**config.mk**
```make
export PLATFORM = sky130hd
export DESIGN_NAME = pulse_period_monitor
export DESIGN_NICKNAME = d
export VERILOG_FILES = /design/src/rtl/pulse_period_monitor.sv
export SDC_FILE = /design/constraint.sdc
export NUM_CORES = 1
export LEC_CHECK = 0
export BUFFER_PORTS_ARGS = -buffer_cell sky130_fd_sc_hd__buf_2
export CORE_MARGIN = 2
export CORE_UTILIZATION = 25
export CTS_BUF_LIST = sky130_fd_sc_hd__clkbuf_16
export DETAILED_ROUTE_END_ITERATION = 8
export SYNTH_ARGS = -nofsm -noshare
export SYNTH_HDL_FRONTEND = slang
export SYNTH_SLANG_ARGS = --single-unit
```
**constraint.sdc**
```tcl
create_clock -name clk -period 2.7 [get_ports clk]
set_clock_uncertainty 0.15 [all_clocks]
set_input_delay 0 -clock clk [delete_from_list [all_inputs] [get_ports clk]]
set_output_delay 0 -clock clk [all_outputs]
set_load 0.02 [all_outputs]
```
**src/rtl/pulse_period_monitor.sv**
```systemverilog
// Pulse period monitor: measures the spacing of single-cycle pulses,
// tracks lock against an expected period and counts lock losses.
//
// Ports:
//   clk           - clock, rising edge
//   rst           - synchronous active-high reset
//   pulse_in      - pulse input, one event per high cycle
//   period        - last measured interval in clk cycles
//   period_valid  - strobe, period updated this cycle
//   locked        - high while the pulse train is locked
//   pulse_missing - strobe, expected pulse did not arrive in time
//   error_count   - saturating count of lock-loss events
module pulse_period_monitor #(
    parameter int unsigned EXPECTED   = 16,
    parameter int unsigned TOLERANCE  = 1,
    parameter int unsigned LOCK_COUNT = 4,
    parameter int unsigned CNT_W      = 32
) (
    input  logic             clk,
    input  logic             rst,
    input  logic             pulse_in,
    output logic [CNT_W-1:0] period,
    output logic             period_valid,
    output logic             locked,
    output logic             pulse_missing,
    output logic [15:0]      error_count
);

    localparam logic [CNT_W-1:0] LO = CNT_W'(EXPECTED - TOLERANCE);
    localparam logic [CNT_W-1:0] HI = CNT_W'(EXPECTED + TOLERANCE);
    localparam int unsigned GW = (LOCK_COUNT > 1) ? $clog2(LOCK_COUNT) : 1;
    // good_cnt holds the number of matches already seen, so the
    // LOCK_COUNT-th match arrives while it equals LOCK_COUNT-1.
    localparam logic [GW-1:0] GOAL = GW'(LOCK_COUNT - 1);

    typedef enum logic [1:0] {
        IDLE,
        SEARCH,
        LOCKED
    } state_t;

    state_t           state_q;
    logic [CNT_W-1:0] cnt_q;
    logic [CNT_W-1:0] cnt_d;
    logic [CNT_W-1:0] period_q;
    logic             pv_q;
    logic             lk_q;
    logic             pm_q;
    logic [GW-1:0]    good_q;
    logic [15:0]      err_q;
    logic [15:0]      err_inc;
    logic             match;
    logic             timeout;

    always_comb begin
        match   = (cnt_q >= LO) && (cnt_q <= HI);
        // Only meaningful outside IDLE; the counter free-runs in IDLE.
        timeout = !pulse_in && (cnt_q == HI);
        if (pulse_in) begin
            cnt_d = CNT_W'(1);
        end else if (&cnt_q) begin
            cnt_d = cnt_q;
        end else begin
            cnt_d = cnt_q + CNT_W'(1);
        end
        err_inc = (&err_q) ? err_q : err_q + 16'd1;
    end

    always_ff @(posedge clk) begin
        if (rst) begin
            state_q  <= IDLE;
            cnt_q    <= '0;
            period_q <= '0;
            pv_q     <= 1'b0;
            lk_q     <= 1'b0;
            pm_q     <= 1'b0;
            good_q   <= '0;
            err_q    <= '0;
        end else begin
            cnt_q <= cnt_d;
            pv_q  <= 1'b0;
            pm_q  <= 1'b0;
            unique case (state_q)
                IDLE: begin
                    if (pulse_in) begin
                        state_q <= SEARCH;
                        good_q  <= '0;
                    end
                end
                SEARCH: begin
                    if (pulse_in) begin
                        period_q <= cnt_q;
                        pv_q     <= 1'b1;
                        if (!match) begin
                            good_q <= '0;
                        end else if (good_q == GOAL) begin
                            state_q <= LOCKED;
                            lk_q    <= 1'b1;
                            good_q  <= '0;
                        end else begin
                            good_q <= good_q + GW'(1);
                        end
                    end else if (timeout) begin
                        state_q <= IDLE;
                        pm_q    <= 1'b1;
                        good_q  <= '0;
                    end
                end
                LOCKED: begin
                    if (pulse_in) begin
                        period_q <= cnt_q;
                        pv_q     <= 1'b1;
                        if (!match) begin
                            state_q <= SEARCH;
                            lk_q    <= 1'b0;
                            good_q  <= '0;
                            err_q   <= err_inc;
                        end
                    end else if (timeout) begin
                        state_q <= IDLE;
                        lk_q    <= 1'b0;
                        pm_q    <= 1'b1;
                        good_q  <= '0;
                        err_q   <= err_inc;
                    end
                end
                default: begin
                    state_q <= IDLE;
                    lk_q    <= 1'b0;
                    good_q  <= '0;
                end
            endcase
        end
    end

    assign period        = period_q;
    assign period_valid  = pv_q;
    assign locked        = lk_q;
    assign pulse_missing = pm_q;
    assign error_count   = err_q;

endmodule

```
# Word level (Yosys, flattened, before mapping)
# Index checks and enable logic that the tools add are counted.
classes:
  n_addsub: 3
  order_cmp: 2
  n_eq_ne: 14
  muxes: 31
  bitwise: 2
  n_reduce_logical: 16
ops:
  columns: ["operator", "count"]
  rows:
  - ["$mux W16", 4]
  - ["$add A32 B1 Y32 const B", 1]
  - ["$eq A32 B5 Y1 const B", 1]
  - ["$ge A32 B4 Y1 const B", 1]
  - ["$le A32 B5 Y1 const B", 1]
  - ["$reduce_and A32 Y1", 1]
  - ["$mux W2", 14]
  - ["$add A16 B1 Y16 const B", 1]
  - ["$reduce_and A16 Y1", 1]
  - ["$ne A2 B2 Y1 const B", 6]
  - ["$ne A3 B3 Y1 const B", 4]
  - ["$pmux W2 S3", 2]
  - ["$mux W1", 10]
  - ["$reduce_and A6 Y1", 1]
  - ["$reduce_or A2 Y1", 3]
  - ["$eq A2 B2 Y1 const B", 2]
  - ["$reduce_and A2 Y1", 2]
  - ["$reduce_and A4 Y1", 1]
  - ["$pmux W1 S3", 1]
  - ["$reduce_and A3 Y1", 1]
  - ["$reduce_or A3 Y1", 1]
  - ["$add A2 B1 Y2 const B", 1]
  - ["$eq A2 B1 Y1 const B", 1]
  - ["$logic_and A1 B1 Y1", 2]
  - ["4 further kinds", 5]
word_totals:
  register_bits: 87
  inputBits: 3

# Longest topological paths before layout
depth:
  word_depth: 5
  mapped_depth: 9
  ltp_nobuf: 8

# Worst setup path after synthesis
# No wires, ideal clock.
synth_path:
  kind: "register to register"
  start: "register err_q[3], in the netlist error_count[3]"
  end: "register err_q[15], in the netlist error_count[15]"
  t_arrival_ns: 2.015
  required_time_ns: 2.464
  setup_slack_ns: 0.449
  path_stages_with_launch: 7
  path_buffers: 0
  path_cell_list: "dfxtp_1 and4_1 and4_1 nand4_1 or2_2 o41a_1 a211oi_1"
synth_between:
  elab_chain_len: 4
  word_cells_on_any_way: 6
synth_rtl:
  columns: ["element", "line", "text"]
  rows:
  - ["start, declared", "50", "logic [15:0] err_q;"]
  - ["start signal, assigned", "117", "err_q <= err_inc;"]
  - ["start signal, assigned", "124", "err_q <= err_inc;"]
  - ["$add A16 B1 Y16 / $reduce_and A16 Y1 (equally long branches)", "66", "err_inc = (&err_q) ? err_q : err_q + 16'd1;"]
  - ["$mux W16 (*)", "66", null]
  - ["$mux W16 (on tied branches)", "119, 113", null]
  - ["$mux W16 (*)", "110", "if (pulse_in) begin"]
# Mark *: on every way between the ends. The rest lies on a longest branch, timed or not. The select of a mux whose other input is x is not followed.
# A chain may end at the register's enable or synchronous reset.

# Final worst setup path
layout_path:
  start: "register cnt_q[26]"
  end: "register err_q[6], in the netlist error_count[6]"
layout_between:
  elab_chain_len: 4
  word_cells_on_any_way: 8
layout_rtl:
  columns: ["element", "line", "text"]
  rows:
  - ["start, declared", "43", "logic [CNT_W-1:0] cnt_q;"]
  - ["start signal, assigned", "80", "cnt_q <= cnt_d;"]
  - ["$ge A32 B4 Y1 (tied with other cells)", "56", "match = (cnt_q >= LO) && (cnt_q <= HI);"]
  - ["$logic_and A1 B1 Y1 (on tied branches)", "56, 58", null]
  - ["$ne A2 B2 Y1 (no source line) / $reduce_bool A2 Y1 (equally long branches)", null, null]
  - ["$reduce_and A3 Y1 (no source line) (*)", null, null]
# Mark *: on every way between the ends. The rest lies on a longest branch, timed or not.

==> impl_summary.txt <==
----------------------------------------------------
[Clock tree]
  Clock sink total ... 87
  Max Buffers Root-to-Sink ... 2
  Number of clock buffers inserted by TritonCTS ... 9
  Clock root cell ... clkbuf_16
  H-tree levels ... 3
  TritonCTS clock tree ... yes
  Worst-path clk slew ... 0.06 ns
  Clock latency on the worst-skew pair ... 0.34 ns

[GRT]
  Maximum number of pins on one net before global-route repair ... 35
  Most utilized layer in the global route result ... met2
  Via count of the first global-routing pass ... around 3200
  Overall Global Routing Usage ... 11.7%
  Global routing met3 resource utilization ... 2.97%
  Number of antenna violations at the first check in global routing ... 0
  Aggregate global routing overflow ... 0
  Met2 Track Usage GR ... 17.6%
  Met1 demand-to-capacity share in global routing ... 15.9%
  Global-route wire length before repair ... 16500 um

[Layout]
  Antenna diode instance count ... 0
  Sequential cell area ... 1740 sq um
  Multi-input logic area ... 2100 sq um
  Fraction of layout cells with a size suffix above 1 ... 16.9%
  Filler cell count in the final layout ... 1713
  Post-layout utilization of the core ... approximately 30%
  Total non-filler cell area in the finished layout ... 4800 sq um
  Synthesis-to-finish area growth ... 18.9%
  Total Nets Final ... 553

[Placement]
  Post-Place Cell Area ... between 4000 and 5000 sq um
  Port-buffer cells ... 53
  Placed wire-length estimate after detailed placement ... 7020 um
  GPL Wtd Cong ... approximately 0.77

[STA]
  Count of final max-slew check failures ... 0
  Fmax ... 410 MHz
  Post-route worst hold slack ... 0.303 ns
  Final Hold Vio Count ... 0
  Post-layout minimum cycle time ... 2.44 ns
  Actual transition at the worst max-transition pin ... 0.597 ns
  Final total negative setup slack ... 0 ns
  Final setup violation count ... 0
  Tightest slew margin relative to the limit ... ~60%
  Setup repair after global routing missed its margin ... false
  Ratio of final minimum period to clock period ... 90.2%

[Routing]
  Residual antenna-violating net count after detailed routing ... 0
  Post-route DRC violation count ... 0
  Routed length per placed instance ... 12.9 um
  Drt first pass iters ... 4
  Via count normalized by instance count ... 4.66
  Starting DRC count in detailed routing ... 184
  Routed via count ... 3544
  Total length of routed wires ... between 9000 and 10000 um

[Worst setup path]
  Crit path kind ... register to register
  Worst-path fanout max ... 11
  Worst Setup End Kind ... register
  CP Launch Type ... register
  Required time of the critical path ... 2.82 ns
  Signal arrival time at the worst endpoint ... between 2 and 3 ns
  Setup slack of the most critical reg-to-reg path ... 0.26 ns

[Pwr]
  Standby leakage power ... about 1.7 nW
  Switching share of power ... 26.5%
  Share of total power in sequential cells ... 46.1%
  Net Switching ... 0.000760 W
  Internal power of the cells ... 0.00211 W
  Part of the power in combinational logic ... 11.8%
  Areal power density over the cells ... 597 nW/um^2
  Maximum ir drop on the vdd rail ... 0.292 mV
  Clk network pwr share ... 42.1%

[Yosys]
  Share of async-settable or async-resettable flops after synthesis ... 0%
  Yosys warning total ... 0
  Netlist area before placement ... 4040 sq um
  Post-synthesis net count ... 501
  Total of flip-flops plus latches after synthesis ... 87
  Netlist cell types ... 54
  Mean cell area of the mapped netlist ... a little over 8 sq um
  Sequential-to-total area share from yosys stat ... around 43%
  Post-synthesis cell count ... 489
  Top_reg_cell synth ... dfxtp_1
  EDFF count, synth ... 0

[Min path]
  Path class of the lowest-slack min-delay path ... register to register

[Floorplan]
  Initial Util ... ~26%
  Height of the chip ... 131 um
  Width of the chip ... around 130 um
  Cell Rows ... 46
  Number of primary I/O pins ... 54
  Core area ... roughly 16000 sq um
  Die Area ... 17200 sq um

[Job]
  Reported max-cap violation count ... 0

[Run status]
  Status ... completed

----------------------------------------------------
[critical path, cell delays in order (launching register included)]
cell	delay [ns]
dfxtp_1	0.35
nor4_1	0.38
and4_2	0.34
a41o_2	0.26
nand4_1	0.31
or3_1	0.41
a21oi_1	0.15
[state kept, by name, indices dropped and copies added (netlist names)]
register and count:
cnt_q 32, locked 1, good_q 2, pulse_missing 1
state_q 2, period_valid 1, error_count 16, period 32
[per-stage QoR]
stage / power (W) / worst slack (ns) / instances
floorplan: 0.00161 / 0.449 / 489
global placement: 0.00169 / 0.323 / 744
detailed placement: 0.00169 / 0.252 / 744
CTS: 0.00291 / 0.242 / 760
global route: 0.00301 / 0.0135 / 760
finish: 0.00287 / 0.263 / 760
[Yosys cell counts, types with 2 or more instances]
master	n	area, sq um
nand3_1	13	65.1
and2_2	2	15.0
nor3_1	10	50.1
a31oi_1	2	12.5
or2_2	3	18.8
dfxtp_1	87	1740
inv_1	13	48.8
nor3b_1	2	15.0
clkbuf_1	16	60.1
nand2b_1	5	31.3
xor2_1	20	175
a21boi_0	2	15.0
or4_1	6	45.0
and3_2	2	15.0
o31ai_1	6	45.0
ha_1	9	113
a21oi_1	53	265
xnor2_1	5	43.8
nand4_1	20	125
nand2_1	87	327
nor2_1	37	139
a211oi_1	2	15.0
buf_2	4	20.0
mux2i_1	3	30.0
o21ai_0	16	80.1
nor4_1	7	43.8
or3_1	13	81.3
and3_1	8	50.1
and4_1	8	70.1
and2_1	4	25.0
[placed cells by master (no fill, tap or decap), drive strengths merged, types with 7 or more instances in the layout]
master   n
inv     13
nor2    38
nand4   22
buf     64
a21oi   53
and4     9
nor3    11
dfxtp   87
xor2    20
ha       9
clkbuf   9
and3    10
nor4     7
o21ai   17
nand3   13
or3     14
nand2   87
[power by group through the flow]
stage / combinational [W] / clock (W) / sequential (W)
2_1_floorplan: 0.000252 / 0 / 0.00135
3_3_place_gp: 0.000340 / 0 / 0.00135
3_5_place_dp: 0.000342 / 0 / 0.00135
4_1_cts: 0.000346 / 0.00124 / 0.00132
5_1_grt: 0.000383 / 0.00130 / 0.00132
6_report: 0.000338 / 0.00121 / 0.00132
[cells by family (layout without fill, tap and decap cells)]
group	Yosys count	in the layout	share of synthesized area, %
AOI/OAI and AO/OA	89	89	12.4
adders and majority gates	9	9	2.79
muxes	3	3	0.744
xor gates and xnor gates	25	25	5.42
DFF	87	87	43.1
buffers and inverters	38	93	4.96
and+or+nand+nor	238	238	30.6
[layer usage]
metal	vias up	wire length [um]
met1	1635	4830
li1	1823	-
met5	-	0
met4	0	123
met2	75	4360
met3	11	490
[layout make-up]
type,instances,share of cell area (%)
clock buffers,9,4.69
clock inverters,5,1.07
inverters,13,1.02
multi-input cells,364,43.7
flip-flops and latches,87,36.3
well taps,216,5.63
repair buffers,66,7.66
[path summary, 6_finish.rpt]
path | from | endpoint | cells past startpoint
setup reg to reg | cnt_q[26]$_SDFFE_PP0N_ | error_count[6]$_SDFFE_PP0P_ | 6
setup / recovery | cnt_q[26]$_SDFFE_PP0N_ | error_count[6]$_SDFFE_PP0P_ | 6
hold / removal | period[1]$_SDFFE_PP0P_ | period[1]$_SDFFE_PP0P_ | 2
hold reg to reg | period[1]$_SDFFE_PP0P_ | period[1]$_SDFFE_PP0P_ | 2
[timing repair]
item | CTS | global route
gates resized for setup | 0 | 0
buffers inserted | 0 | 0
hold endpoints to repair | 17 | 0
hold buffers | 2 | 0
(Power assumes the default switching activity.)
